## src/rtl/wb_stage_if.sv

```systemverilog
// Bus bundle for the dual-issue writeback stage: EX pair and load data in,
// register-file write ports and retired-instruction count out.
interface wb_stage_if #(
  parameter int CNT_W = 32
);
  logic             stall;
  logic             flush;
  logic             ex_valid0;
  logic             ex_valid1;
  logic [4:0]       ex_rd0;
  logic [4:0]       ex_rd1;
  logic [31:0]      ex_result0;
  logic [31:0]      ex_result1;
  logic             ex_load0;
  logic [31:0]      dmem_rdata;
  logic             we;
  logic             we2;
  logic [4:0]       writeaddr;
  logic [4:0]       writeaddr2;
  logic [31:0]      writedata;
  logic [31:0]      writedata2;
  logic [CNT_W-1:0] instret;

  modport master (
    output stall, flush, ex_valid0, ex_valid1, ex_rd0, ex_rd1,
           ex_result0, ex_result1, ex_load0, dmem_rdata,
    input  we, we2, writeaddr, writeaddr2, writedata, writedata2, instret
  );

  modport slave (
    input  stall, flush, ex_valid0, ex_valid1, ex_rd0, ex_rd1,
           ex_result0, ex_result1, ex_load0, dmem_rdata,
    output we, we2, writeaddr, writeaddr2, writedata, writedata2, instret
  );
endinterface

```

## src/rtl/wb_stage.sv

```systemverilog
// Dual-issue writeback stage: registers the EX pair, drives two register-file
// write ports once per held entry, and counts retired instructions.
module wb_stage #(
  parameter int CNT_W = 32
) (
  input  logic       clk,
  input  logic       rst_n,
  wb_stage_if.slave  bus
);

  typedef struct packed {
    logic        valid;
    logic [4:0]  rd;
    logic [31:0] result;
  } slot_t;

  slot_t            slot0_q, slot0_d;
  slot_t            slot1_q, slot1_d;
  logic             load0_q, load0_d;
  logic             done_q, done_d;
  logic [CNT_W-1:0] instret_q, instret_d;
  logic [1:0]       retire_cnt;
  logic             we2_int;

  always_comb begin
    // NOTE: every always_comb output gets a default first so no path infers a latch.
    slot0_d = slot0_q;
    slot1_d = slot1_q;
    load0_d = load0_q;
    done_d  = done_q;
    if (!bus.stall) begin
      slot0_d = '{valid: bus.ex_valid0 & ~bus.flush, rd: bus.ex_rd0, result: bus.ex_result0};
      slot1_d = '{valid: bus.ex_valid1 & ~bus.flush, rd: bus.ex_rd1, result: bus.ex_result1};
      load0_d = bus.ex_load0;
      done_d  = 1'b0;
    end else begin
      // A held entry has had its one write cycle; block further writes and counting.
      done_d = done_q | slot0_q.valid | slot1_q.valid;
    end

    retire_cnt = {1'b0, slot0_q.valid} + {1'b0, slot1_q.valid};
    instret_d  = done_q ? instret_q : instret_q + CNT_W'(retire_cnt);
  end

  always_ff @(posedge clk or negedge rst_n) begin
    if (!rst_n) begin
      slot0_q   <= '0;
      slot1_q   <= '0;
      load0_q   <= 1'b0;
      done_q    <= 1'b0;
      instret_q <= '0;
    end else begin
      // NOTE: sequential state uses non-blocking assignments so all flops update together.
      slot0_q   <= slot0_d;
      slot1_q   <= slot1_d;
      load0_q   <= load0_d;
      done_q    <= done_d;
      instret_q <= instret_d;
    end
  end

  // Same destination in both slots: the younger slot 1 owns the write.
  assign we2_int        = slot1_q.valid && (slot1_q.rd != 5'd0) && !done_q;
  assign bus.we2        = we2_int;
  assign bus.we         = slot0_q.valid && (slot0_q.rd != 5'd0) && !done_q &&
                          !(we2_int && (slot0_q.rd == slot1_q.rd));
  assign bus.writeaddr  = slot0_q.rd;
  assign bus.writeaddr2 = slot1_q.rd;
  assign bus.writedata  = load0_q ? bus.dmem_rdata : slot0_q.result;
  assign bus.writedata2 = slot1_q.result;
  assign bus.instret    = instret_q;

endmodule

```

## src/flat_wrapper.sv

```systemverilog
// flat-port wrapper written by rule: the top's interface ports become plain ports
module wb_stage_flat 
#(
  parameter int CNT_W = 32
)
  (clk, rst_n, bus_stall, bus_flush, bus_ex_valid0, bus_ex_valid1, bus_ex_rd0, bus_ex_rd1, bus_ex_result0, bus_ex_result1, bus_ex_load0, bus_dmem_rdata, bus_we, bus_we2, bus_writeaddr, bus_writeaddr2, bus_writedata, bus_writedata2, bus_instret);
  wb_stage_if #(.CNT_W(CNT_W)) bus_i ();
  input  logic clk;
  input  logic rst_n;
  input wire logic [$bits(bus_i.stall)-1:0] bus_stall;
  input wire logic [$bits(bus_i.flush)-1:0] bus_flush;
  input wire logic [$bits(bus_i.ex_valid0)-1:0] bus_ex_valid0;
  input wire logic [$bits(bus_i.ex_valid1)-1:0] bus_ex_valid1;
  input wire logic [$bits(bus_i.ex_rd0)-1:0] bus_ex_rd0;
  input wire logic [$bits(bus_i.ex_rd1)-1:0] bus_ex_rd1;
  input wire logic [$bits(bus_i.ex_result0)-1:0] bus_ex_result0;
  input wire logic [$bits(bus_i.ex_result1)-1:0] bus_ex_result1;
  input wire logic [$bits(bus_i.ex_load0)-1:0] bus_ex_load0;
  input wire logic [$bits(bus_i.dmem_rdata)-1:0] bus_dmem_rdata;
  output wire logic [$bits(bus_i.we)-1:0] bus_we;
  output wire logic [$bits(bus_i.we2)-1:0] bus_we2;
  output wire logic [$bits(bus_i.writeaddr)-1:0] bus_writeaddr;
  output wire logic [$bits(bus_i.writeaddr2)-1:0] bus_writeaddr2;
  output wire logic [$bits(bus_i.writedata)-1:0] bus_writedata;
  output wire logic [$bits(bus_i.writedata2)-1:0] bus_writedata2;
  output wire logic [$bits(bus_i.instret)-1:0] bus_instret;
  assign bus_i.stall = bus_stall;
  assign bus_i.flush = bus_flush;
  assign bus_i.ex_valid0 = bus_ex_valid0;
  assign bus_i.ex_valid1 = bus_ex_valid1;
  assign bus_i.ex_rd0 = bus_ex_rd0;
  assign bus_i.ex_rd1 = bus_ex_rd1;
  assign bus_i.ex_result0 = bus_ex_result0;
  assign bus_i.ex_result1 = bus_ex_result1;
  assign bus_i.ex_load0 = bus_ex_load0;
  assign bus_i.dmem_rdata = bus_dmem_rdata;
  assign bus_we = bus_i.we;
  assign bus_we2 = bus_i.we2;
  assign bus_writeaddr = bus_i.writeaddr;
  assign bus_writeaddr2 = bus_i.writeaddr2;
  assign bus_writedata = bus_i.writedata;
  assign bus_writedata2 = bus_i.writedata2;
  assign bus_instret = bus_i.instret;
  wb_stage #(.CNT_W(CNT_W)) u_core (.clk(clk), .rst_n(rst_n), .bus(bus_i));
endmodule
```

## config.mk

```make
export PLATFORM = sky130hd
export DESIGN_NAME = wb_stage_flat
export DESIGN_NICKNAME = d
export VERILOG_FILES = /design/src/rtl/wb_stage_if.sv /design/src/rtl/wb_stage.sv /design/src/flat_wrapper.sv
export SDC_FILE = /design/constraint.sdc
export NUM_CORES = 1
export LEC_CHECK = 0
export ABC_AREA = 0
export BUFFER_PORTS_ARGS = -buffer_cell sky130_fd_sc_hd__buf_2
export CORE_MARGIN = 2
export CORE_UTILIZATION = 45
export CTS_CLUSTER_DIAMETER = 40
export DETAILED_ROUTE_END_ITERATION = 8
export PLACE_DENSITY = 0.77
export RECOVER_POWER = 25
export SYNTH_ARGS = -nofsm -noshare
export SYNTH_HDL_FRONTEND = slang
export SYNTH_SLANG_ARGS = --single-unit
```

## constraint.sdc

```tcl
create_clock -name clk -period 5.3 [get_ports clk]
set_input_delay 0.265 -clock clk [delete_from_list [all_inputs] [get_ports clk]]
set_output_delay 0.265 -clock clk [all_outputs]
set_load 0.03 [all_outputs]
```

### Word level (Yosys, flattened, before mapping)

Cells that the tools add are included.

* register bits after elaboration: 110
* bits of input ports: 113
* output and inout bits: 108
* logic and storage cells: 29

* $add $sub $neg: 2
* equal/unequal tests: 1
* multiplexer cells: 2
* bitwise operators: 5
* reductions and logical operators: 10

Operators with widths (count)
* 32-bit by 2-bit adder with 32-bit output: 1
* 32-bit 2-to-1 mux: 1
* 5-bit nonzero test: 2
* 1-bit logical AND: 6
* 5-bit == test: 1
* 1-bit by 1-bit adder with 2-bit output: 1
* 1-bit AND: 2
* 1-bit logical NOT: 2
* 1-bit bitwise OR: 2
* 1-bit 2-to-1 mux: 1
* 1-bit NOT: 1

### Depth between registers and ports, before layout

Gate-level depths: netlist of the first run.

* word-level depth: 6
* gate-level depth with buffers: 9
* depth with buffers taken out: 8

### Worst setup path after synthesis of the first run

OpenSTA, ideal clock, no wires.

* path kind: reg-to-reg
* start: register u_core.instret_q[0], in the netlist u_core.bus.instret[0]
* end: register u_core.instret_q[12], in the netlist u_core.bus.instret[12]
* library setup time: 0.134 ns
* arrival time: 1.985 ns
* required time: 5.166 ns
* setup slack: 3.181 ns
* stages on the path, launching flop included: 10
* buffers on the path: 1
* period minus slack after synthesis: 2.119 ns
* path through: dfrtp_1 -> inv_1 -> fa_1 -> inv_1 -> ha_1 -> inv_1 -> nor3_2 -> buf_4 -> nand4_1 -> xnor2_1

* word-level cells in the longest chain between the ends: 1

Ends and longest elaborated chain
* start: declaration: RTL line wb_stage.sv:21 `logic [CNT_W-1:0] instret_q, instret_d;`
* start signal: assignment: RTL line wb_stage.sv:58 `instret_q <= instret_d;`
* 32-bit by 2-bit adder with 32-bit output: RTL line wb_stage.sv:42 `instret_d = done_q ? instret_q : instret_q + CNT_W'(retire_cnt);`

Every way passes these cells.
A chain may end at the register's enable or synchronous reset.

==> metrics.md, run 1 <==
| Metric | Value |
|---|---|
| Status | finished, violations left |
| Violations in the final reports | max-capacitance violations, max-slew violations |
| Layout cell share with drive strength beyond 1 | 54.5% |
| Largest area contributor in the netlist | dfrtp_1 |
| Slew Viols, Final | 45 |
| Hold Crit Endpoint | u_core.bus.writedata2[14]$_DFFE_PN0N_ |
| Post-route setup TNS | 0 ns |
| Htree depth | 3 |
| # fillers | between 900 and 1000 |
| IO Count | around 220 |
| Clock Tree Root | clkbuf_16 |
| Synth Area per Inst | approximately 13 sq um |
| Worst min-delay path category | input pin to flop |
| Pin count of the biggest net entering global routing | roughly 80 |
| Syn_nets | around 510 |
| Most instantiated cells after synthesis | dfrtp_1 (110), mux2_2 (108), buf_4 (44) |
| Synth Instances | ~390 |
| Seq cells post-synth | 110 |
| Startpoint Class | input pin |
| # DRC | 0 |
| Worst-Skew Late Latency | about 0.34 ns |
| Max-cap violations | 1 |
| Hold path startpoint | bus_ex_result1[14] |
| Flop2flop setup slack | roughly 3.0 ns |
| Post-route cell area | 6340 sq um |
| Reg2Reg Depth | 8 |
| Synth cell types | 30 |
| Critical path peak fanout | 67 |
| Pwr/cell area | around 350 nW/um^2 |
| Avg WL per Cell | 15.4 um |
| YS warnings | 0 |
| Fin util | between 50% and 60% |
| WHS Path Cells | 2 |
| Final hold viol count | 0 |
| Synth top area share | around 53% |
| Row cnt | 39 |
| Post-Place Cells | 698 |
| Clock Path Buffers | 2 |
| TritonCTS clock tree | done |
| Count leader, synth | dfrtp_1 |
| Post-CTS resize count | 0 |
| Initial DRC count | 66 |
| Most common flop cell mapped by yosys | dfrtp_1 |
| Port bufs | 220 |
| Seq/Total Area, Yosys | about 53% |
| Worst reg2reg endpoint | u_core.bus.instret[12]$_DFFE_PN0N_ |
| Async set-reset flop share out of synthesis | 100% |
| Period minus WS final | around 3.0 ns |
| Total Wirelength | around 11000 um |
| Dpl hpwl | slightly above 8000 um |
| Placer Congestion | approximately 0.8 |
| Area growth from synthesis to layout | 22.7% |
| EDFF count, synth | 0 |
| Setup violators final | 0 |
| Nets@finish | between 600 and 700 |
| P_leak | 3.01 nW |
| Slew HR | -52.6% |
| First-pass GRT wire length | ~18000 um |
| VDD IR max | around 0.00022 V |
| FF-to-FF Start | u_core.bus.instret[0]$_DFFE_PN0N_ |
| CP endpoint kind | asynchronous set/reset pin |
| Crit path arrival time | 3.36 ns |
| CTS clk-pin slew, worst paths | 0.07 ns |
| Vias in the first global route | between 3000 and 4000 |
| Critical path class | input pin to asynchronous set/reset pin |
| First-pass DRT Iterations | 4 |
| Via Count | 3548 |
| Total CTS buffers | 9 |
| Vias/cell | ~5.0 |
| Power Total | between 2 and 2.5 mW |
| Grt ovf | 0 |
| CP required | 5.66 ns |
| Die Span Y | between 100 and 150 um |
| Max Clk Rate | 334 MHz |
| Antenna Violating Nets Remaining | 0 |
| Initial Util | between 40 and 50% |
| RSZ-0062 raised after global routing | false |
| Max Clock Skew | a little under 0.006 ns |
| Die Wd | between 100 and 150 um |
| Die area | between 10000 and 15000 sq um |
| Placement Cell Area | around 6100 sq um |
| Tot GR Track Use | between 10% and 20% |
| Period utilisation layout | between 50% and 60% |
| Top post-synthesis cells by area | dfrtp_1 (53%), mux2_2 (24%), buf_4 (6.4%) |
| Mapped cell area | between 5000 and 6000 sq um |
| Core ar. | ~11000 sq um |
| Final non-filler cell total | ~720 |
| Initial antenna violation count | 1 |
| Actual slew at the worst max-slew pin | approximately 2.3 ns |
| Clock Sinks | 110 |
per-layer routing:
metal	global-route usage, %	routed length (um)	vias to the layer above
li1	-	-	1668
met1	22.7	4690	1741
met2	30.6	5330	124
met3	4.65	741	15
met4	7.74	253	0
met5	0	0	-
worst max-delay path, stage by stage:
cell and delay [ns]:
dlygate4sd3_1 0.52, clkbuf_1 1.62, buf_4 0.91
through the flow:
step | setup slack (ns) | hold WS (ns)
2_1_floorplan | 3.18 | -0.0306
3_3_place_gp | 3.06 | 0.279
3_5_place_dp | 2.94 | 0.284
4_1_cts | 2.86 | 0.135
5_1_grt | 1.71 | 0.134
6_report | 2.30 | 0.149
layout make-up:
| class | instances | area [sq um] | share of cell area, % |
|---|---|---|---|
| inverter | 6 | 22.5 | 0.355 |
| sequential | 110 | 2750 | 43.4 |
| clock buffer | 13 | 280 | 4.42 |
| tap | 143 | 179 | 2.82 |
| timing repair buffer | 222 | 1070 | 16.9 |
| multi-input combinational | 218 | 1990 | 31.4 |
| clock inverter | 3 | 40.0 | 0.631 |
| antenna | 1 | 2.50 | 0.0394 |
flip-flops by register name (all words and copies together) (netlist names):
register and count:
u_core.bus.writedata2 32, u_core.slot0_q 33, u_core.bus.writeaddr2 5, u_core.done_q 1, u_core.bus.writeaddr 5, u_core.slot1_q 1
u_core.bus.instret 32, u_core.load0_q 1
logic make-up after synthesis:
family	count (synthesis)	share of synthesized area (%)
flops	110	53.3
mux	108	23.5
simple gates	66	7.55
buf+inv	64	8.21
xor+xnor	35	5.93
compound gates	7	0.896
fa+ha+maj	2	0.629
how the worst max path moves through the flow:
| stage | startpoint | to | slack [ns] |
|---|---|---|---|
| global placement | u_core.bus.instret[0]$_DFFE_PN0N_ | u_core.bus.instret[30]$_DFFE_PN0N_ | 3.06 |
| detailed placement | u_core.bus.instret[0]$_DFFE_PN0N_ | u_core.bus.instret[12]$_DFFE_PN0N_ | 2.94 |
| global route | rst_n | u_core.bus.instret[4]$_DFFE_PN0N_ | 1.71 |
| finish | rst_n | u_core.bus.instret[4]$_DFFE_PN0N_ | 2.30 |
| CTS | u_core.load0_q$_DFFE_PN0N_ | bus_writedata[15] | 2.86 |
| floorplan | u_core.bus.instret[0]$_DFFE_PN0N_ | u_core.bus.instret[12]$_DFFE_PN0N_ | 3.18 |
cell usage in the layout, fill, tap and decap left out, drive strengths merged, types with 2 or more instances in the layout:
cell type,instances
and3,4
and4,2
buf,184
clkbuf,50
clkinv,2
dfrtp,110
inv,6
mux2,108
nand2,12
nand2b,4
nand3,10
nand4,13
nand4b,3
nor2,8
nor3,8
o21ai,3
xnor2,27
xor2,8
power breakdown:
part           switching [mW]  leakage, nW  total (mW)  internal [mW]
Combinational           0.307         1.50       0.499          0.193
Clock                   0.287        0.162       0.704          0.417
Sequential             0.0764         1.35       0.997          0.920
timing repair:
item	CTS	global route
hold endpoints to repair	43	0
hold buffers	1	0
setup buffers	0	0
No activity file was read; power rests on OpenSTA's default activity.
==> inputs of run 2 (changes only) <==
--- a/config.mk
+++ b/config.mk
@@ -8,7 +8,7 @@
 export ABC_AREA = 0
 export BUFFER_PORTS_ARGS = -buffer_cell sky130_fd_sc_hd__buf_2
 export CORE_MARGIN = 2
-export CORE_UTILIZATION = 45
+export CORE_UTILIZATION = 43
 export CTS_CLUSTER_DIAMETER = 40
 export DETAILED_ROUTE_END_ITERATION = 8
 export PLACE_DENSITY = 0.77
==> constraint.sdc (replaced) <==
create_clock -name clk -period 2.7 [get_ports clk]
set_input_delay 0.135 -clock clk [delete_from_list [all_inputs] [get_ports clk]]
set_output_delay 0.135 -clock clk [all_outputs]
set_load 0.03 [all_outputs]
==> run 2 against run 1 <==
  * The flow still finishes with violations (max-capacitance violations, max-slew violations)
  * Hold slack worse by 0.13 ns
  * Cell area is 0.30% higher
  * Utilization is 2.4 points lower
  * Final cell count is 0.84% higher
  * Critical path depth is 6 higher
  * First-iteration DRC count is 130% higher
  * Total power is 95% higher
  * Critical endpoint is now u_core.bus.instret[22]$_DFFE_PN0N_
  * Highest routed layer unchanged
==> metrics.md, run 2 (synthesis gave the netlist of run 1 again) <==
| Metric | Value |
|---|---|
| Status | finished, violations left |
| Violations in the final reports | max-capacitance violations, max-slew violations |
| CTS clk-pin slew, worst paths | 0.07 ns (about the same) |
| Setup crit start | u_core.slot1_q[37]$_DFFE_PN0N_ |
| CP Capture Point | u_core.bus.instret[22]$_DFFE_PN0N_ |
| Max Clock Skew | 0.00740 ns (+0.00151 ns) |
| Fin util | 53.6% (-2.4 points) |
| Worst min-delay path category | input pin to flop |
| Max-cap violations | 1 (unchanged) |
| Die Span Y | 114 um (+2.2%) |
| Layout cell share with drive strength beyond 1 | 56.0% (+1.5 points) |
| Core ar. | 11900 sq um (+4.8%) |
| Via Count | 3536 (-0.34%) |
| Total Wirelength | 11200 um (+1.6%) |
| Antenna Violating Nets Remaining | 0 (unchanged) |
| Total CTS buffers | 9 (unchanged) |
| Avg WL per Cell | 15.5 um (+0.71%) |
| Actual slew at the worst max-slew pin | 1.90 ns (-0.389 ns) |
| Worst reg2reg endpoint | u_core.bus.instret[22]$_DFFE_PN0N_ |
| Max FFs per register | 33 (unchanged) |
| Tot GR Track Use | 17.4% (-0.96 points) |
| CP endpoint kind | flop |
| Area growth from synthesis to layout | 23.1% |
| Clock Tree Root | clkbuf_16 |
| IO Count | 221 (unchanged) |
| Period minus WS final | around 2.1 ns |
| Post-route setup TNS | 0 ns (unchanged) |
| Nets@finish | 685 (+0.44%) |
| Placer Congestion | 0.780 (-4.1%) |
| FF-to-FF Start | u_core.slot1_q[37]$_DFFE_PN0N_ |
| Most frequent cells in the layout | buf_2 (188), dfrtp_1 (110), mux2_2 (108) |
| Worst-Skew Late Latency | 0.34 ns (about the same) |
| Htree depth | 3 (unchanged) |
| Commonest non-fill, non-tap cell in the layout | buf_2 |
| Initial DRC count | 151 (+130%) |
| Setup violators final | 0 (unchanged) |
| # DRC | 0 (unchanged) |
| Crit path arrival time | 2.29 ns (-1.07 ns) |
| CP required | 2.92 ns (-2.74 ns) |
| Pwr/cell area | 674 nW/um^2 (+94%) |
| Register area | 2750 sq um (unchanged) |
| Clock Sinks | 110 (unchanged) |
| Initial Util | 43.6% (-2.1 points) |
| First-pass DRT Iterations | 4 (unchanged) |
| Crit-path cells | inv_1 > fa_1 > inv_1 > ha_1 > inv_1 > nor3_2 > buf_4 > nand4_1 > xnor2_1 |
| P_leak | 3.04 nW (+0.90%) |
| Slew Viols, Final | 81 (+80%) |
| VDD IR max | 0.000400 V (+85%) |
| Critical path class | flop to flop |
| Vias/cell | 4.90 (-1.2%) |
| Post-CTS Setup Inserts | 0 (unchanged) |
| Row cnt | 40 (+2.6%) |
| Max Clk Rate | 482 MHz |
| Slowest CP cell | fa_1 |
| Clock Path Buffers | 2 (unchanged) |
| Power Total | 4.29 mW (+95%) |
| Die area | 12900 sq um (+4.5%) |
| Final hold viol count | 0 (unchanged) |
| Die Wd | 114 um (+2.2%) |
| Flop2flop setup slack | 0.63 ns (-2.34 ns) |
| Area of the multi-input gates | 1990 sq um (unchanged) |
| First-pass GRT wire length | 17500 um (-3.6%) |
| TritonCTS clock tree | done |
| Critical path peak fanout | 11 (-84%) |
| Pin count of the biggest net entering global routing | 81 (unchanged) |
| # fillers | 1037 (+6.4%) |
| Ant. Diodes | 0 (-1) |
| Period utilisation layout | about 77% |
| Reg2Reg Depth | 9 (+1) |
| Port bufs | 220 (unchanged) |
| Biggest register | u_core.slot0_q |
| Startpoint Class | flop |
| Vias in the first global route | 3580 (-3.0%) |
| Post-CTS resize count | 0 (unchanged) |
| RSZ-0062 raised after global routing | false |
| Dpl hpwl | 8540 um (+3.1%) |
| Delay of the slowest critical-path stage | 0.43 ns (-1.19 ns) |
| Grt ovf | 0 (unchanged) |
| Most numerous cell on the critical path | inv_1 |
| Slew HR | -26.7% (+26 points) |
| Initial antenna violation count | 0 (-1) |
run 2: area by class of cell:
cell class,instances,share of cell area [%]
clock buffer,10,3.76
clock inverter,6,1.08
inverter,6,0.354
multi-input combinational,218,31.3
sequential,110,43.3
tap,147,2.89
timing repair buffer,225,17.3
run 2: what timing repair did:
item                                   in CTS  in global routing
endpoints found under the hold margin      49                  0
setup endpoints to repair                   0                  0
hold buffers                                1                  0
run 2: per-stage QoR:
step / worst slack [ns] / cells / hold slack (ns) / cell area (sq um)
after floorplan: 0.581 / 392 / -0.161 / 5170
after detailed placement: 0.632 / 705 / 0.215 / 6090
after global routing: 0.442 / 722 / 0.00484 / 6360
final: 0.626 / 722 / 0.0187 / 6360
after CTS: 0.618 / 722 / 0.00451 / 6400
after global placement: 0.739 / 705 / 0.202 / 6090
run 2: routing by layer:
metal / vias up / track usage, % / share of wire [%]
met5: - / 0 / 0
met4: 0 / 6.02 / 1.8
met3: 17 / 3.61 / 5.1
met2: 117 / 30.6 / 51
met1: 1735 / 21.2 / 42
li1: 1667 / - / -
run 2: power breakdown:
| part | leakage (nW) | switching (mW) | total (mW) | internal (mW) |
|---|---|---|---|---|
| logic | 1.54 | 0.619 | 1.01 | 0.387 |
| clock network | 0.149 | 0.589 | 1.34 | 0.751 |
| registers | 1.35 | 0.136 | 1.94 | 1.81 |
| total | 3.04 | 1.34 | 4.29 | 2.94 |
run 2: worst min-delay path by stage:
stage | from | end | slack [ns] | cells past startpoint
finish | bus_ex_result1[3] | u_core.bus.writedata2[3]$_DFFE_PN0N_ | 0.02 | 2
global route | bus_ex_rd1[2] | u_core.bus.writeaddr2[2]$_DFFE_PN0N_ | 0.005 | 2
CTS | bus_ex_result1[26] | u_core.bus.writedata2[26]$_DFFE_PN0N_ | 0.005 | 2
detailed placement | rst_n | u_core.bus.writedata2[22]$_DFFE_PN0N_ | 0.22 | 1
global placement | rst_n | u_core.bus.writedata2[21]$_DFFE_PN0N_ | 0.20 | 1
floorplan | rst_n | u_core.bus.instret[0]$_DFFE_PN0N_ | -0.16 | 0
run 2: worst max-delay path, delay by kind of cell (launching register included):
| family | cells | cell delay [ns] |
|---|---|---|
| flops | 1 | 0.38 |
| simple gates | 2 | 0.29 |
| buf+inv | 4 | 0.45 |
| fa+ha+maj | 2 | 0.66 |
| xor+xnor | 1 | 0.17 |
